$ cat src/rtl/adxl362_pkg.sv
// Shared types and sizes for the ADXL362 FIFO read path.
package adxl362_pkg;

    typedef enum logic [1:0] {
        ST_IDLE  = 2'd0,
        ST_FETCH = 2'd1,
        ST_HIGH  = 2'd2
    } rd_state_t;

    localparam int FIFO_DEPTH   = 512;
    localparam int FIFO_LEVEL_W = 10;
    localparam int WM_W         = 9;

endpackage

$ cat src/rtl/adxl362_fifo_read_ctrl.sv
// Serves FIFO words to the SPI slave a byte at a time (low byte first), with watermark and underrun flags.
// Build option: define ADXL362_FIFO_TAG_EN to pass the axis tag through in the high byte.
module adxl362_fifo_read_ctrl
    import adxl362_pkg::*;
(
    input  logic                    clk_16mhz,
    input  logic                    reset,
    input  logic                    byte_req,
    input  logic                    cs_end,
    input  logic                    fifo_empty,
    input  logic [15:0]             fifo_data,
    input  logic [FIFO_LEVEL_W-1:0] fifo_level,
    input  logic                    fifo_ah,
    input  logic [7:0]              fifo_samples,
    input  logic                    clear_status,
    output logic                    fifo_pop,
    output logic [7:0]              byte_data,
    output logic                    byte_valid,
    output logic                    watermark,
    output logic                    underrun
);

    rd_state_t       state_reg, state_next;
    logic [15:0]     word_reg, word_next;
    logic [7:0]      byte_data_reg, byte_data_next;
    logic            byte_valid_reg, byte_valid_next;
    logic            watermark_reg, watermark_next;
    logic            underrun_reg, underrun_next;
    logic            pop_req;
    logic            empty_read;
    logic [WM_W-1:0] wm_threshold;

    function automatic logic [7:0] high_byte(input logic [15:0] word);
`ifdef ADXL362_FIFO_TAG_EN
        return word[15:8];
`else
        // Tag bits are replaced by the sign of the 14-bit sample.
        return {word[13], word[13], word[13:8]};
`endif
    endfunction

    assign wm_threshold = {fifo_ah, fifo_samples};

    always_comb begin
        state_next      = state_reg;
        word_next       = word_reg;
        byte_data_next  = byte_data_reg;
        byte_valid_next = 1'b0;
        underrun_next   = underrun_reg;
        pop_req         = 1'b0;
        empty_read      = 1'b0;

        if (cs_end) begin
            // End of transaction drops any held or in-flight word.
            state_next = ST_IDLE;
        end else begin
            case (state_reg)
                ST_IDLE: begin
                    if (byte_req) begin
                        if (!fifo_empty) begin
                            pop_req    = 1'b1;
                            state_next = ST_FETCH;
                        end else begin
                            byte_data_next  = 8'h00;
                            byte_valid_next = 1'b1;
                            empty_read      = 1'b1;
                        end
                    end
                end
                ST_FETCH: begin
                    word_next       = fifo_data;
                    byte_data_next  = fifo_data[7:0];
                    byte_valid_next = 1'b1;
                    state_next      = ST_HIGH;
                end
                ST_HIGH: begin
                    if (byte_req) begin
                        byte_data_next  = high_byte(word_reg);
                        byte_valid_next = 1'b1;
                        state_next      = ST_IDLE;
                    end
                end
                default: state_next = ST_IDLE;
            endcase
        end

        // A new underrun beats a simultaneous clear.
        if (empty_read) begin
            underrun_next = 1'b1;
        end else if (clear_status) begin
            underrun_next = 1'b0;
        end

        watermark_next = (wm_threshold != '0)
                      && (FIFO_LEVEL_W'(wm_threshold) <= FIFO_LEVEL_W'(FIFO_DEPTH))
                      && (fifo_level >= FIFO_LEVEL_W'(wm_threshold));
    end

    always_ff @(posedge clk_16mhz) begin
        if (reset) begin
            state_reg      <= ST_IDLE;
            word_reg       <= 16'h0000;
            byte_data_reg  <= 8'h00;
            byte_valid_reg <= 1'b0;
            watermark_reg  <= 1'b0;
            underrun_reg   <= 1'b0;
        end else begin
            state_reg      <= state_next;
            word_reg       <= word_next;
            byte_data_reg  <= byte_data_next;
            byte_valid_reg <= byte_valid_next;
            watermark_reg  <= watermark_next;
            underrun_reg   <= underrun_next;
        end
    end

    assign fifo_pop   = pop_req && !reset;
    assign byte_data  = byte_data_reg;
    assign byte_valid = byte_valid_reg;
    assign watermark  = watermark_reg;
    assign underrun   = underrun_reg;

endmodule

$ cat config.mk
export PLATFORM = sky130hd
export DESIGN_NAME = adxl362_fifo_read_ctrl
export DESIGN_NICKNAME = d
export VERILOG_FILES = /design/src/rtl/adxl362_pkg.sv /design/src/rtl/adxl362_fifo_read_ctrl.sv
export SDC_FILE = /design/constraint.sdc
export NUM_CORES = 1
export LEC_CHECK = 0
export ABC_AREA = 1
export CAP_MARGIN = 40
export CORE_MARGIN = 2
export CORE_UTILIZATION = 41
export DETAILED_ROUTE_END_ITERATION = 12
export GPL_TIMING_DRIVEN = 0
export PLACE_DENSITY = 0.9
export SYNTH_ARGS = -nofsm -noshare
export SYNTH_HDL_FRONTEND = slang
export SYNTH_SLANG_ARGS = --single-unit
$ cat constraint.sdc
create_clock -name clk_16mhz -period 2.8 [get_ports clk_16mhz]
set_input_delay 0.42 -clock clk_16mhz [delete_from_list [all_inputs] [get_ports clk_16mhz]]
set_output_delay 0.42 -clock clk_16mhz [all_outputs]
set_load 0.01 [all_outputs]
[Word level (Yosys, flattened, before mapping)]
Index checks and enable logic that the tools add are counted.
Word-level totals
  register bits: 27
  bits of input ports: 41
  output and inout port bits: 12
  word-level logic and storage cells: 47
Operators by class
  $lt $le $gt $ge: 2
  eq/ne operators: 6
  muxes and demuxes: 20
  bitwise operators: 1
  reduce and logical (&&, ||, !) cells: 12
Operators by type and width (number)
  $mux W8: 3
  $pmux W8 S3: 1
  $mux W1: 11
  $ge A10 B9 Y1: 1
  $le A9 B10 Y1 const B: 1
  $reduce_bool A9 Y1: 1
  $ne A2 B2 Y1 const B: 4
  $mux W2: 3
  $pmux W2 S3: 1
  $reduce_and A5 Y1: 1
  $logic_and A1 B1 Y1: 3
  $pmux W1 S3: 1
  $reduce_and A3 Y1: 1
  $reduce_bool A3 Y1: 1
  $eq A2 B1 Y1 const B: 1
  $eq A2 B2 Y1 const B: 1
  $logic_not A2 Y1: 1
  $reduce_and A2 Y1: 1
  $reduce_bool A2 Y1: 1
  $reduce_or A2 Y1: 1
  $logic_not A1 Y1: 1
  $not A1 Y1: 1

[Longest topological paths before layout]
Gate-level depths: netlist of run 1.
  depth in word-level cells: 5
  depth in mapped cells: 10
  mapped depth without buffers: 10

[Least setup slack after synthesis of run 1]
No wires, ideal clock.
  path type: flip-flop to flip-flop
  start point: reg state_reg[0]
  end point: reg byte_data_reg[0], in the netlist byte_data[0]
  library setup time: 0.115 ns
  data arrival time: 1.324 ns
  data required time: 2.685 ns
  slack: 1.361 ns
  stages on the path, launching flop included: 8
  buffers on the path: 0
  clock period less this slack: 1.439 ns
  path through: dfxtp_1 inv_1 ha_1 inv_2 o21ai_2 nand2_4 o21ai_1 nor2_1
Between the ends
  longest elaborated chain between the ends: 3
  elaborated cells on any way between the ends: 9
  those cells by class: eq/ne: 5; mux: 1; reduce/logical: 3
RTL lines
  start, declared: line adxl362_fifo_read_ctrl.sv:23  | rd_state_t state_reg, state_next;
  start signal, assigned: line adxl362_fifo_read_ctrl.sv:108  | state_reg <= state_next;
  $eq A2 B2 Y1 (tied with other cells): line adxl362_fifo_read_ctrl.sv:57  | case (state_reg)
  $ne A2 B2 Y1 (no line) / $reduce_bool A3 Y1 (equally long branches)
  $reduce_and A5 Y1 (no line)
  end signal, assigned: line adxl362_fifo_read_ctrl.sv:110  | byte_data_reg <= byte_data_next;
  end, declared: line adxl362_fifo_read_ctrl.sv:25  | logic [7:0] byte_data_reg, byte_data_next;
Parallel ways exist; a longest one is shown, timed or not.
A chain may end at the register's enable or synchronous reset.

[Worst setup path after layout of run 1]
  start point: in cs_end
  end point: out fifo_pop
Between the ends
  longest elaborated chain between the ends: 2
RTL lines
  start, declared: line adxl362_fifo_read_ctrl.sv:9  | input logic cs_end,
  $mux W1: line adxl362_fifo_read_ctrl.sv:53  | if (cs_end) begin
  $logic_and A1 B1 Y1: line adxl362_fifo_read_ctrl.sv:117  | assign fifo_pop = pop_req && !reset;
  end, declared: line adxl362_fifo_read_ctrl.sv:16  | output logic fifo_pop,
No other way between the ends.

==> impl_metrics.tcl, run 1 <==
set metrics [dict create \
    status "completed" \
    power.density_mw_per_mm2 347 \
    drt_wl_total_um 2560 \
    gp_congestion 0.817 \
    final_nets 276 \
    p_int_w 0.000432 \
    die_height_um 57.4 \
    routedWlPerCell_um 10.2 \
    yosys-top-cells-count "30 x nand2_1, 27 x nor2_1, 21 x a21oi_1, 21 x inv_1, 19 x dfxtp_1" \
    layout_min_cycle_time_ns 2.42 \
    largest_register_ffs 8 \
    grt_pass1_wl_um 4360 \
    synth_top_area_share_pct 32.5 \
    grt_antenna_before_repair 0 \
    fin_skew_ns 0.00607 \
    coreArea_mm2 0.00273 \
    grt_max_degree 12 \
    max_freq_mhz 413 \
    place_inst 248 \
    synth.most_common_cell "nand2_1" \
    worstPathArrival_ns 2.00 \
    rows 19 \
    comb_power_share_pct 28.6 \
    tns_ns 0 \
    slew_violations 0 \
    overflow 0 \
    switchingPower_w 0.000170 \
    drt_iter0_markers 27 \
    worst_pin_slew_ns 0.430 \
    async_reset_ff_share_pct 0 \
    start_util_pct 42.8 \
    ys_top_cells_by_area "dfxtp_1 33%, ha_1 14%, nand2_1 9.6%" \
    peakVddDrop_mv 0.432 \
    synth_warnings 0 \
    hold_buffers 0 \
    num_antenna_cells 0 \
    yosys.area.top_type "dfxtp_1" \
    holdPathEnd "underrun" \
    criticalPathCategory "input port to primary output" \
    period_share_pct 86.4 \
    synth_ff_type "dfxtp_1" \
    ant_nets 0 \
    cellLeakagePower_nw 0.750 \
    cts_sinks 19 \
    seqPwrFrac_pct 48.1 \
    ys_types 23 \
    ys_ff_latch 19 \
    reg2reg_slack_ns 1.15 \
    min_from "underrun" \
    netSwitchingFraction_pct 28.2 \
    rsz0062_at_grt "no" \
    clockRootBuffer "clkbuf_4" \
    cap_violations 0 \
    synth_edf_count 0 \
    hold_path_class "flip-flop to flip-flop" \
    drive_above_1_share_pct 6.79 \
    synthCells 167 \
    required_ns 2.38 \
    worstSkewPairLatency_ns 0.30 \
    drc 0 \
    vias 1221 \
    r2r_cells 7 \
    dp_hpwl_um 2100 \
    area_growth_pct 48.4 \
    die_w_um 57.4 \
    setup_violations 0 \
    syn_avg_cell_area_um2 7.01 \
    slowest_stage "clkdlybuf4s50_1" \
    reg2reg_to "byte_data[3]" \
    io_pins 53 \
    cts_buffers 3 \
    cp_cell_sequence "clkdlybuf4s50_1 -> or2_1 -> nor2_1 -> clkdlybuf4s50_1" \
    dr.pass1.iters 4 \
    vias_per_cell 4.85 \
    finalNonFillerCells 252 \
    cpMostUsedCell "clkdlybuf4s50_1" \
    cp_max_fo 5 \
    syn-cell-area_mm2 0.00117 \
    post_cts_buffers 0 \
    cts_buffer_depth 2 \
    cts_tree "done" \
    path_clk_slew_ns 0.10 \
    port_buffers 50 \
    p_clk_share_pct 23.3 \
    slew_headroom_pct 71.3 \
    reg2reg_from "state_reg[0]" \
    yosysSeqAreaShare_pct 32.5 \
    min_path_cells 2 \
    h-tree-depth 1 \
    dieArea_mm2 0.00330 \
    critical_path.max_stage_delay_ns 0.56 \
    cts_resized 0 \
    endpoint_kind "primary output" \
    grt_pass1_vias 1084 \
    hold_violations 0 \
    track_usage_pct 16.5 \
    syn-num-nets 221 \
    start_kind "input port" \
]
==> area by class of cell <==
class | instances | area [um2]
repair buffers | 50 | 500
clock inverters | 1 | 5.00
fillers | 237 | 997
flip-flops and latches | 19 | 380
inverters | 23 | 86.3
multi-input cells | 122 | 689
well taps | 31 | 38.8
plain buffers | 3 | 13.8
clock buffers | 3 | 22.5
==> layer usage <==
layer	global-route usage [%]	vias up	part of all wire, %
li1	-	648	-
met1	19.7	537	45
met3	2.27	4	3.5
met5	0	-	0
met4	5.98	0	1.1
met2	29.9	32	50
==> worst max-delay path: cells and delay by family <==
family	cells	cell delay (ns)
and+or+nand+nor	2	0.47
buffers and inverters	2	1.11
==> worst max path at each step <==
stage | from | endpoint | slack [ns] | depth (start not counted)
floorplan | state_reg[0] | byte_data[0] | 1.36 | 7
global placement | cs_end | fifo_pop | 0.38 | 4
detailed placement | cs_end | fifo_pop | 0.38 | 4
CTS | cs_end | fifo_pop | 0.37 | 4
global route | cs_end | fifo_pop | 0.30 | 4
finish | cs_end | fifo_pop | 0.38 | 4
==> cells by family after synthesis <==
group                    synth area share (%)
AO/OA/AOI/OAI                            19.0
adder cells (fa/ha/maj)                  13.9
buffers and inverters                    8.56
flip-flops                               32.5
AND/OR/NAND/NOR                          26.0
==> cell usage in the layout, fill, tap and decap left out <==
master           instances
a211oi_1                 2
a21oi_1                 21
buf_2                    2
clkbuf_1                 1
clkbuf_4                 3
clkdlybuf4s50_1         50
clkinv_2                 1
dfxtp_1                 19
ha_1                    13
inv_1                   21
inv_2                    2
nand2_1                 30
nand2_2                  1
nand2_4                  1
nand4_1                  2
nor2_1                  27
nor2_2                   1
nor2_4                   2
nor2_8                   1
nor3_1                   1
o21a_1                   1
o21ai_0                  1
o21ai_1                 15
o21ai_2                  1
o22ai_1                  1
or2_1                    1
==> per-stage QoR <==
stage / worst slack, ns / power (W) / utilization, % / instance area, um2 / hold WS [ns]
floorplan: 1.36 / 0.000377 / - / 1170 / 0.465
global placement: 0.383 / 0.000465 / 62.5 / 1710 / 0.460
detailed placement: 0.385 / 0.000469 / 62.5 / 1710 / 0.470
CTS: 0.375 / 0.000607 / 63.5 / 1740 / 0.486
global route: 0.299 / 0.000641 / 63.5 / 1740 / 0.495
finish: 0.380 / 0.000602 / 63.5 / 1740 / 0.481
==> power groups by stage <==
stage | sequential, W | clock, W | combinational [W]
floorplan | 0.000300 | 0 | 0.0000772
global placement | 0.000295 | 0 | 0.000170
detailed placement | 0.000296 | 0 | 0.000173
CTS | 0.000290 | 0.000143 | 0.000174
global route | 0.000291 | 0.000158 | 0.000192
finish | 0.000289 | 0.000140 | 0.000172
(Power assumes the default switching activity.)
==> run 2: changes to the inputs <==
GPL_TIMING_DRIVEN = 1   (was 0)
HOLD_SLACK_MARGIN = 0.06   (was unset)
PLACE_DENSITY = 0.79   (was 0.9)
==> run 2 against run 1 <==
Net effect: cell count is 1.2% lower; fmax is 0.74% higher; non-clock buffer count is 3 lower; critical endpoint unchanged; highest routed layer unchanged.
==> impl_metrics.tcl, run 2 (synthesized netlist as in run 1, its figures left out) <==
set metrics [dict create \
    ant_nets 0 \
    dp_hpwl_um 2010 \
    die_height_um 57.4 \
    min_path_cells 2 \
    drt_wl_total_um 2500 \
    criticalPathCategory "input port to primary output" \
    fin_skew_ns 0.00155 \
    peakVddDrop_mv 0.251 \
    fin_ws_ns 0.397 \
    tns_ns 0 \
    area_growth_pct 47.3 \
    post_dp_cell_area_mm2 0.00170 \
    cts_buffer_depth 2 \
    rows 19 \
    switchingPower_w 0.000170 \
    port_buffers 50 \
    cts_sinks 19 \
    cts_buffers 3 \
    start_util_pct 42.8 \
    endpoint_kind "primary output" \
    cp_max_fo 5 \
    grt_pass1_wl_um 4150 \
    status "completed" \
    cts_resized 0 \
    drc 0 \
    layout_common_cells "50 x clkdlybuf4s50_1, 30 x nand2_1, 27 x nor2_1" \
    multiInputGateArea_um2 689 \
    max_freq_mhz 416 \
    dr.pass1.iters 4 \
    largest_register_ffs 8 \
    worstPathArrival_ns 1.98 \
    required_ns 2.38 \
    place_ws_ns 0.409 \
    reg2reg_slack_ns 1.16 \
    nFillCells 257 \
    period_share_pct 85.8 \
    hold_buffers 0 \
    reg2reg_to "byte_data[2]" \
    grt_pass1_vias 1026 \
    io_pins 53 \
    vias 1177 \
    seqCellArea_um2 380 \
    utilization_pct 63.0 \
    post_cts_buffers 0 \
    die_w_um 57.4 \
    path_clk_slew_ns 0.11 \
    grt_max_degree 17 \
    min_from "byte_data[1]" \
    grt_antenna_before_repair 0 \
    r2r_cells 7 \
    routedWlPerCell_um 10.0 \
    hold_path_class "flip-flop to flip-flop" \
    fin_area_mm2 0.00172 \
    drive_above_1_share_pct 5.96 \
    drt_iter0_markers 34 \
    dieArea_mm2 0.00330 \
    gp_congestion 0.810 \
    p_int_w 0.000432 \
    fin_hold_ws_ns 0.488 \
    netSwitchingFraction_pct 28.3 \
    rsz0062_at_grt "no" \
    comb_power_share_pct 28.3 \
    slew_violations 0 \
    seqPwrFrac_pct 48.1 \
    final_common_cell "clkdlybuf4s50_1" \
    layout_min_cycle_time_ns 2.40 \
    start_kind "input port" \
    final_nets 273 \
    clockRootBuffer "clkbuf_4" \
    num_antenna_cells 0 \
    overflow 0 \
    track_usage_pct 15.7 \
    cts_tree "done" \
    vias_per_cell 4.73 \
    coreArea_mm2 0.00273 \
    cellLeakagePower_nw 0.738 \
    reg2reg_from "state_reg[0]" \
    power.density_mw_per_mm2 349 \
    holdPathEnd "byte_data[1]" \
    worstSkewPairLatency_ns 0.30 \
    p_clk_share_pct 23.6 \
    setup_violations 0 \
    h-tree-depth 1 \
    cap_violations 0 \
    hold_violations 0 \
    worst_pin_slew_ns 0.431 \
    slew_headroom_pct 71.3 \
]
==> run 2: cell count changes in the layout (fill, tap and decap cells not counted) <==
cell,previous run,this run
buf_2,2,0
clkbuf_1,1,0
==> run 2: critical path, cell delays in order <==
cell	delay, ns
clkdlybuf4s50_1	0.54
or2_1	0.36
nor2_1	0.13
clkdlybuf4s50_1	0.54
==> run 2: power groups by stage <==
stage / combinational, W / clock [W] / sequential, W
floorplan: 0.0000772 / 0 / 0.000300
global placement: 0.000170 / 0 / 0.000295
detailed placement: 0.000171 / 0 / 0.000295
CTS: 0.000172 / 0.000146 / 0.000289
global route: 0.000190 / 0.000156 / 0.000291
finish: 0.000170 / 0.000142 / 0.000289
==> run 2: area by class of cell <==
class	instances	area share, %
flip-flops and latches	19	22.1
repair buffers	50	29.0
well taps	31	2.25
inverters	23	5.01
multi-input cells	122	40.0
clock inverters	1	0.290
clock buffers	3	1.31
==> run 2: worst max-delay path by stage <==
stage	to	from	cells past startpoint
2_1_floorplan	byte_data[0]	state_reg[0]	7
3_3_place_gp	fifo_pop	cs_end	4
3_5_place_dp	fifo_pop	cs_end	4
4_1_cts	fifo_pop	cs_end	4
5_1_grt	fifo_pop	cs_end	4
6_report	fifo_pop	cs_end	4
==> run 2: metrics by stage <==
step                total power, W  cells
finish                    0.000602    249
global route              0.000637    249
CTS                       0.000608    249
detailed placement        0.000467    245
global placement          0.000465    245
floorplan                 0.000377    167
==> run 2: metal layers <==
layer	share of wire (%)	vias to the layer above	GRT usage, %
li1	-	643	-
met1	45	491	20.2
met2	47	38	25.5
met3	6.4	5	2.95
met4	1.6	0	6.98
met5	0	-	0
